[src/rtl/uart_pkg.sv]
`default_nettype none
// +----------------------------------------------------------------------+
// | uart_pkg : shared UART types and constants (receiver and transmitter) |
// | Rev 1.0                                                              |
// +----------------------------------------------------------------------+
package uart_pkg;

    typedef enum logic [2:0] {
        IDLE  = 3'd0,
        START = 3'd1,
        DATA  = 3'd2,
        STOP  = 3'd3,
        BREAK = 3'd4
    } uart_state_e;

    localparam int DATA_BITS            = 8;
    localparam int DEFAULT_CLKS_PER_BIT = 314;

    // Mid-bit offset used to centre the sample point after the start edge.
    function automatic int half_bit(input int clks_per_bit);
        return clks_per_bit / 2;
    endfunction

endpackage
`default_nettype wire

[src/rtl/sync_2ff.sv]
`default_nettype none
// +----------------------------------------------------------------------+
// | sync_2ff : two-flop synchroniser for a 1-bit asynchronous input      |
// | Rev 1.0                                                              |
// +----------------------------------------------------------------------+
module sync_2ff (
    input  logic i_clk,
    input  logic i_rst_n,
    input  logic i_d,
    output logic o_q
);

    logic meta_d, meta_q;
    logic sync_d, sync_q;

    always_comb begin
        meta_d = i_d;
        sync_d = meta_q;
    end

    // Both stages reset high so an idle serial line never looks like a start bit.
    always_ff @(posedge i_clk or negedge i_rst_n) begin
        if (!i_rst_n) begin
            meta_q <= 1'b1;
            sync_q <= 1'b1;
        end else begin
            meta_q <= meta_d;
            sync_q <= sync_d;
        end
    end

    assign o_q = sync_q;

endmodule
`default_nettype wire

[src/rtl/uart_rx.sv]
`default_nettype none
// +----------------------------------------------------------------------+
// | uart_rx : 8N1 UART receiver with mid-bit sampling and framing check  |
// | Rev 1.0                                                              |
// +----------------------------------------------------------------------+
module uart_rx
    import uart_pkg::*;
#(
    parameter int CLKS_PER_BIT = DEFAULT_CLKS_PER_BIT
) (
    input  logic                 i_clk,
    input  logic                 i_rst_n,
    input  logic                 i_rx,
    output logic [DATA_BITS-1:0] o_data,
    output logic                 o_valid,
    output logic                 o_frame_err,
    output logic                 o_busy
);

    localparam int          HALF        = half_bit(CLKS_PER_BIT);
    localparam logic [15:0] C_HALF_LAST = 16'(HALF - 1);
    localparam logic [15:0] C_BIT_LAST  = 16'(CLKS_PER_BIT - 1);
    localparam logic [2:0]  C_IDX_LAST  = 3'(DATA_BITS - 1);

    logic rx_s;

    uart_state_e            state_d, state_q;
    logic [15:0]            cnt_d, cnt_q;
    logic [2:0]             bit_idx_d, bit_idx_q;
    logic [DATA_BITS-1:0]   shift_d, shift_q;
    logic [DATA_BITS-1:0]   data_d, data_q;
    logic                   valid_d, valid_q;
    logic                   ferr_d, ferr_q;

    sync_2ff u_sync (
        .i_clk   (i_clk),
        .i_rst_n (i_rst_n),
        .i_d     (i_rx),
        .o_q     (rx_s)
    );

    always_ff @(posedge i_clk or negedge i_rst_n) begin
        if (!i_rst_n) begin
            state_q   <= IDLE;
            cnt_q     <= '0;
            bit_idx_q <= '0;
            shift_q   <= '0;
            data_q    <= '0;
            valid_q   <= 1'b0;
            ferr_q    <= 1'b0;
        end else begin
            state_q   <= state_d;
            cnt_q     <= cnt_d;
            bit_idx_q <= bit_idx_d;
            shift_q   <= shift_d;
            data_q    <= data_d;
            valid_q   <= valid_d;
            ferr_q    <= ferr_d;
        end
    end

    always_comb begin
        state_d   = state_q;
        cnt_d     = cnt_q + 16'd1;
        bit_idx_d = bit_idx_q;
        shift_d   = shift_q;
        data_d    = data_q;
        valid_d   = 1'b0;
        ferr_d    = 1'b0;

        case (state_q)
            IDLE: begin
                cnt_d     = '0;
                bit_idx_d = '0;
                if (!rx_s) begin
                    state_d = START;
                end
            end

            // A start bit that is high again at its midpoint was a glitch.
            START: begin
                if (cnt_q == C_HALF_LAST) begin
                    cnt_d   = '0;
                    state_d = rx_s ? IDLE : DATA;
                end
            end

            DATA: begin
                if (cnt_q == C_BIT_LAST) begin
                    cnt_d     = '0;
                    shift_d   = {rx_s, shift_q[DATA_BITS-1:1]};
                    bit_idx_d = bit_idx_q + 3'd1;
                    if (bit_idx_q == C_IDX_LAST) begin
                        state_d = STOP;
                    end
                end
            end

            // Leaving at mid-stop-bit leaves half a bit to catch a back-to-back start edge.
            STOP: begin
                if (cnt_q == C_BIT_LAST) begin
                    cnt_d = '0;
                    if (rx_s) begin
                        data_d  = shift_q;
                        valid_d = 1'b1;
                        state_d = IDLE;
                    end else begin
                        ferr_d  = 1'b1;
                        state_d = BREAK;
                    end
                end
            end

            // Held-low line: report once, then wait for it to return high.
            BREAK: begin
                cnt_d = '0;
                if (rx_s) begin
                    state_d = IDLE;
                end
            end

            default: begin
                cnt_d   = '0;
                state_d = IDLE;
            end
        endcase
    end

    assign o_data      = data_q;
    assign o_valid     = valid_q;
    assign o_frame_err = ferr_q;
    assign o_busy      = (state_q != IDLE);

endmodule
`default_nettype wire

[config.mk]
export PLATFORM = sky130hd
export DESIGN_NAME = uart_rx
export DESIGN_NICKNAME = d
export VERILOG_FILES = /design/src/rtl/uart_pkg.sv /design/src/rtl/sync_2ff.sv /design/src/rtl/uart_rx.sv
export SDC_FILE = /design/constraint.sdc
export NUM_CORES = 1
export LEC_CHECK = 0
export ABC_AREA = 1
export BUFFER_PORTS_ARGS = -buffer_cell sky130_fd_sc_hd__buf_2
export CAP_MARGIN = 40
export CORE_UTILIZATION = 40
export CTS_CLUSTER_DIAMETER = 120
export DETAILED_ROUTE_END_ITERATION = 8
export HOLD_SLACK_MARGIN = 0.03
export PLACE_DENSITY_LB_ADDON = 0.1
export SLEW_MARGIN = 40
export SYNTH_ARGS = -nofsm -noshare
export SYNTH_HDL_FRONTEND = slang
export SYNTH_HIERARCHICAL = 1
export SYNTH_SLANG_ARGS = --single-unit
[constraint.sdc]
create_clock -name i_clk -period 3.5 [get_ports i_clk]
set_input_delay 1.05 -clock i_clk [delete_from_list [all_inputs] [get_ports i_clk]]
set_output_delay 1.05 -clock i_clk [all_outputs]
set_load 0.05 [all_outputs]
==> summary.txt, run 1 <==
Status
  • Status: finished, final reports clean

Critical path
  • CP Launch Type: flop
  • Crit. End Element: output port
  • CP max stage cell: dfrtp_1
  • Slowest stage delay, CP: slightly above 0.4 ns
  • CP top delay family: flip-flops
  • Critical path fanouts, max: 5
  • CP arrival: around 1.3 ns
  • Critical-path cell list: nor2_1 > nand2_1 > buf_2
  • Buffers plus inverters on the worst setup path: 1
  • CP Class: reg -> out
  • Crit path required time: ~2.5 ns

Final layout
  • Share of post-route cells with drive strength above 1: 0.202
  • Filler Cells Inserted: 520
  • N_diodes: 0
  • Nets: between 200 and 300
  • Area growth from synthesis to layout: 9.25%
  • Design area: around 2400 µm²

Logic synthesis
  • Warnings, synthesis: 6
  • Syn Nets: around 260
  • Synthesized area per cell: 8.54 µm²
  • Post-synth top area share: 0.460
  • Synth area leader: dfrtp_1
  • Yosys reg bits: between 40 and 50
  • Adder-Cell Fraction of Synth Area: 0.0287
  • Post-synthesis mux area share: 0
  • Post-synthesis compound-gate area fraction: 0.0684
  • Post-synthesis xor/xnor area fraction: 0.0362
  • Register area share after synthesis: 0.484
  • Synth top area cells: dfrtp_1, nand2_1, inv_1, nand3_1, nor2_2
  • Post-synthesis cell area: about 2200 µm²
  • Yosys cell types: 31
  • Largest family of logic cells by synthesized area: simple AND/OR/NAND/NOR gates
  • Cells after synthesis: 255
  • Post-Synth Simple-Gate Area: 0.302

CTS
  • Num CTS Buffers: 5
  • CTS tree: built
  • # H-tree levels: 2
  • Worst-path clk slew: 0.08 ns
  • Hold buffer count at CTS: 0
  • Postcts setup bufs: 0
  • Skew-Pair Late Insertion Delay: ~0.29 ns
  • Clk sinks: 42
  • CTS Root Cell: clkbuf_8
  • Post-cts resize count: 0
  • Longest Clk Path Bufs: 2

Place
  • Number of port buffers: 13
  • Placer Congestion: 0.830
  • Area after DPL: 2290 µm²
  • Detailed placement HPWL: between 2 and 3 mm

Timing
  • RSZ-0062 raised after global routing: false
  • Fin crit period: approximately 2.3 ns
  • Slew @ Worst Pin: 0.520 ns
  • Hold Vio Cnt, Final: 0
  • Setup Skew: roughly 0.0084 ns
  • Worst slew margin: 0.652
  • Setup-failing EPs final: 0
  • Max-slew violations: 0
  • F_max: about 0.43 GHz
  • Period utilization: 0.664
  • Setup TNS: 0 ns

Flow run
  • Max-Cap Viols: 0

Power and ir drop
  • P_leak: about 1.1 nW
  • Clk pwr share: 0.384
  • Pint: 0.629 mW
  • Final Power: 0.810 mW
  • Sw frac: 0.224
  • Logic pwr share: 0.014
  • Worst-case vdd ir drop: approximately 0.19 mV
  • Pwr per Cell Area: about 340 nW/µm²
  • Sequential Power Share: 0.602
  • Net Sw Power: 0.182 mW

Floorplanning
  • Die Span Y: approximately 76 µm
  • Die width: 75.8 µm
  • Core Region: just over 5000 µm²
  • Io pins: 14
  • Die area: between 5000 and 6000 µm²
  • Num rows: 26
  • Initial Utilization: 0.421

Drt
  • Pre-Repair DR Iteration Count: 4
  • WL per Instance: ~12 µm
  • Final wirelength: around 4.0 mm
  • Vias per cell: between 4 and 5
  • Via count of the routed design: 1570
  • ANT nets after route: 0
  • DRC violations left: 0
  • Iteration-0 DRC Markers: 133

GRT
  • Total track usage: 0.164
  • Initial antenna violation count: 0
  • Vias in the first global route: approximately 1500
  • Remaining Overflow, GRT: 0
  • First-pass GRT wire length: 7.00 mm
  • Largest net degree at the start of global routing: 43

Min path
  • Hold Crit Class: reg -> reg
## synth_stat cells (all sizes together)
library cell,instances
xor2,7
o21bai,1
nand3,24
dfrtp,40
inv,34
clkinv,1
xnor2,2
and3,1
a21oi,1
buf,4
nand2,58
dfstp,2
a211oi,1
nor2,40
nand4,9
o21a,1
ha,5
nor3,5
o21ai,19
## kinds of logic after synthesis
logic type                 count (synthesis)
DFF                                       42
xor gates and xnor gates                   9
AOI/OAI and AO/OA                         23
buffers and inverters                     39
and+or+nand+nor                          137
adders and majority gates                  5
## registers in the layout, summed over array words and instances (netlist names)
| name | cells |
|---|---|
| o_valid | 1 |
| o_frame_err | 1 |
| u_sync/meta_q | 1 |
| cnt_q | 16 |
| bit_idx_q | 3 |
| state_q | 3 |
| u_sync/o_q | 1 |
| shift_q | 8 |
| o_data | 8 |
## cell type report
cell class | instances | area (µm²) | share of cell area
Tap cell | 70 | 87.6 | 0.0368
Multi-Input combinational cell | 174 | 947 | 0.398
Sequential cell | 42 | 1050 | 0.443
Clock buffer | 5 | 68.8 | 0.0289
Clock inverter | 3 | 21.3 | 0.00894
Inverter | 35 | 134 | 0.0563
Timing Repair Buffer | 13 | 67.6 | 0.0284
## cells in the final DEF (no fill, tap or decap)
| cell | count |
|---|---|
| a211oi_1 | 1 |
| a21oi_1 | 1 |
| and3_1 | 1 |
| buf_2 | 12 |
| buf_4 | 1 |
| clkbuf_8 | 5 |
| clkinv_1 | 1 |
| clkinv_2 | 1 |
| clkinv_4 | 1 |
| clkinvlp_4 | 1 |
| dfrtp_1 | 40 |
| dfstp_2 | 2 |
| ha_1 | 5 |
| inv_1 | 33 |
| inv_4 | 1 |
| nand2_1 | 53 |
| nand2_2 | 3 |
| nand2_4 | 2 |
| nand3_1 | 23 |
| nand3_2 | 1 |
| nand4_1 | 8 |
| nand4_2 | 1 |
| nor2_1 | 23 |
| nor2_2 | 16 |
| nor2_4 | 1 |
| nor3_1 | 5 |
| o21a_1 | 1 |
| o21ai_0 | 11 |
| o21ai_1 | 1 |
| o21ai_2 | 7 |
| o21bai_1 | 1 |
| xnor2_1 | 2 |
| xor2_1 | 7 |
## power by group through the flow
stage          logic [mW]  registers, mW  clock network, mW
2_1_floorplan    0.000899          0.497                  0
3_3_place_gp       0.0120          0.498                  0
3_5_place_dp       0.0124          0.498                  0
4_1_cts            0.0124          0.488              0.325
5_1_grt            0.0140          0.488              0.346
6_report           0.0114          0.488              0.311
## stage by stage
stage          std cells  setup WS, ns   util  hold WS (ns)
4_1_cts              342          1.16  0.460         0.359
3_5_place_dp         334          1.50  0.443         0.347
2_1_floorplan        255          1.55      -         0.345
6_report             342          1.18  0.460         0.360
3_3_place_gp         334          1.50  0.442         0.346
5_1_grt              342          1.08  0.460         0.369
## routing by layer
layer | track usage | up-vias | wire length (µm)
met5 | 0 | - | 0
met4 | 0.0617 | 0 | 69
met3 | 0.0397 | 8 | 124
met2 | 0.247 | 26 | 1730
met1 | 0.227 | 694 | 2050
li1 | - | 842 | -
## worst paths after layout
kind / startpoint / end / slack, ns / cells after the start
max: state_q[1]$_DFFE_PN0P_ / o_busy / 1.18 / 3
max in group asynchronous: i_rst_n / u_sync/o_q$_DFF_PN1_ / 2.40 / 1
max reg2reg: cnt_q[1]$_DFF_PN0_ / o_data[4]$_DFFE_PN0P_ / 1.77 / 7
min reg2reg: u_sync/meta_q$_DFF_PN1_ / u_sync/o_q$_DFF_PN1_ / 0.36 / 0
min in group asynchronous: i_rst_n / cnt_q[15]$_DFF_PN0_ / 0.73 / 1
min: u_sync/meta_q$_DFF_PN1_ / u_sync/o_q$_DFF_PN1_ / 0.36 / 0
No activity file was read; power rests on OpenSTA's default activity.
==> run 2: changes to the inputs <==
==> constraint.sdc (replaced) <==
create_clock -name i_clk -period 2.4 [get_ports i_clk]
set_input_delay 0.72 -clock i_clk [delete_from_list [all_inputs] [get_ports i_clk]]
set_output_delay 0.72 -clock i_clk [all_outputs]
set_load 0.05 [all_outputs]
==> run 2 against run 1 <==
Net effect: non-clock buffer count rose by 1; sequential share of layout area decreased by 0.16 points; via count up 4.5%; power increased by 49%; final area is 0.37% higher; worst hold slack got worse by 0.0014 ns; global-route usage is 0.14 points higher; core utilization up 0.17 points; count of clock-buffer cells in the layout stayed put; clock skew about the same.
==> summary.txt, run 2 (synthesis gave the netlist of run 1 again) <==
CTS
  • Num CTS Buffers: 5 (unchanged)
  • CTS tree: built
  • Clk sinks: 42 (unchanged)
  • # H-tree levels: 2 (unchanged)
  • Hold buffer count at CTS: 0 (unchanged)
  • Worst-path clk slew: 0.09 ns (about the same)
  • Longest Clk Path Bufs: 2 (unchanged)
  • Postcts setup bufs: 0 (unchanged)
  • CTS Root Cell: clkbuf_8
  • Post-cts resize count: 0 (unchanged)
  • Skew-Pair Late Insertion Delay: 0.30 ns (about the same)

Min path
  • Hold Crit Class: reg -> reg

Final layout
  • Area growth from synthesis to layout: 9.65%
  • Design area: 2390 µm² (+0.37%)
  • Commonest non-fill, non-tap cell in the layout: nand2_1
  • N_diodes: 0 (unchanged)
  • Most flop-heavy register: cnt_q
  • Share of post-route cells with drive strength above 1: 0.205 (+0.00292)
  • Nets: 280 (+0.36%)
  • Max reg flops: 16 (unchanged)
  • Most frequent cells in the layout: nand2_1, dfrtp_1, inv_1, nand3_1, nor2_1

Timing
  • Hold Vio Cnt, Final: 0 (unchanged)
  • Fin crit period: 2.03 ns
  • Final WS setup: 0.375 ns (-0.802 ns)
  • Setup TNS: 0 ns (unchanged)
  • Slew @ Worst Pin: 0.531 ns (+0.0103 ns)
  • Period utilization: 0.844
  • F_max: 0.494 GHz
  • Max-slew violations: 0 (unchanged)
  • Setup-failing EPs final: 0 (unchanged)
  • Setup Skew: 0.00811 ns (-0.000329 ns)
  • Worst slew margin: 0.646 (-0.00606)
  • RSZ-0062 raised after global routing: false

Power and ir drop
  • P_leak: 1.13 nW (+0.41%)
  • Worst-case vdd ir drop: 0.210 mV (+13%)
  • Pwr per Cell Area: 505 nW/µm² (+48%)
  • Final Power: 1.21 mW (+49%)

Critical path
  • Crit path required time: 1.68 ns (-0.77 ns)
  • CP Launch Type: flop
  • Crit. End Element: output port
  • CP Class: reg -> out
  • CP arrival: 1.31 ns (+0.04 ns)
  • Critical path fanouts, max: 5 (unchanged)

Drt
  • Final wirelength: 3.99 mm (+0.40%)
  • Pre-Repair DR Iteration Count: 4 (unchanged)
  • ANT nets after route: 0 (unchanged)
  • Vias per cell: 4.78 (+4.2%)
  • Via count of the routed design: 1641 (+4.5%)
  • Iteration-0 DRC Markers: 91 (-32%)
  • DRC violations left: 0 (unchanged)
  • WL per Instance: 11.6 µm (+0.11%)

GRT
  • Remaining Overflow, GRT: 0 (unchanged)
  • Largest net degree at the start of global routing: 43 (unchanged)
  • Total track usage: 0.165 (+0.00145)
  • First-pass GRT wire length: 7.13 mm (+1.9%)
  • Initial antenna violation count: 0 (unchanged)
  • Vias in the first global route: 1519 (-0.13%)

Floorplanning
  • Core Region: 5170 µm² (unchanged)
  • Die area: 5740 µm² (unchanged)
  • Initial Utilization: 0.421 (unchanged)
  • Num rows: 26 (unchanged)
  • Io pins: 14 (unchanged)
  • Die Span Y: 75.8 µm (unchanged)
  • Die width: 75.8 µm (unchanged)

Place
  • Area after DPL: 2290 µm² (+0.22%)
  • Detailed placement HPWL: 2.87 mm (+1.5%)
  • Dpl ws: 0.671 ns (-0.825 ns)
  • Number of port buffers: 13 (unchanged)
  • Placer Congestion: 0.818 (-1.4%)

Status
  • Status: finished, final reports clean

Flow run
  • Max-Cap Viols: 0 (unchanged)
-- run 2: cell count changes in the layout (fill, tap and decap cells not counted) --
cell      delta
buf_2        +1
inv_6        +1
clkinv_2     -1
-- run 2: critical path: stages, from the launching register on --
cell and delay [ns]:
dfrtp_1 0.43, nor2_1 0.19, nand2_1 0.15, buf_2 0.24
-- run 2: path summary, 6_finish.rpt --
check / start / end / slack [ns] / cells after the start
max: state_q[0]$_DFFE_PN0P_ / o_busy / 0.37 / 3
min: u_sync/meta_q$_DFF_PN1_ / u_sync/o_q$_DFF_PN1_ / 0.36 / 0
max reg2reg: cnt_q[1]$_DFF_PN0_ / o_data[7]$_DFFE_PN0P_ / 0.70 / 7
min reg2reg: u_sync/meta_q$_DFF_PN1_ / u_sync/o_q$_DFF_PN1_ / 0.36 / 0
max in group asynchronous: i_rst_n / u_sync/meta_q$_DFF_PN1_ / 1.54 / 2
min in group asynchronous: i_rst_n / o_data[1]$_DFFE_PN0P_ / 0.47 / 2
-- run 2: where the power goes --
part / internal (mW) / switching [mW] / leakage [nW] / total (mW)
sequential: 0.710 / 0.00164 / 0.565 / 0.712
combinational: 0.00274 / 0.0146 / 0.518 / 0.0174
clock: 0.210 / 0.268 / 0.0447 / 0.478
-- run 2: routing by layer --
layer | GRT usage | wire length, µm | up-vias | share of wire
met5 | 0 | 0 | - | 0
met4 | 0.0617 | 76 | 0 | 0.019
met3 | 0.0357 | 120 | 7 | 0.030
met2 | 0.240 | 1770 | 21 | 0.44
met1 | 0.240 | 2020 | 769 | 0.51
li1 | - | - | 844 | -
-- run 2: metrics by stage --
stage	hold slack, ns	utilization	std cells
after floorplan	0.345	-	255
after global placement	0.346	0.444	335
after detailed placement	0.348	0.444	335
after CTS	0.360	0.462	343
after global routing	0.361	0.462	343
final	0.359	0.462	343
-- run 2: layout make-up --
| class | instances | area, µm² |
|---|---|---|
| Multi-Input combinational cell | 174 | 947 |
| Sequential cell | 42 | 1050 |
| Timing Repair Buffer | 14 | 72.6 |
| Fill cell | 537 | 2780 |
| Inverter | 35 | 134 |
| Clock buffer | 5 | 68.8 |
| Clock inverter | 3 | 25.0 |
| Tap cell | 70 | 87.6 |
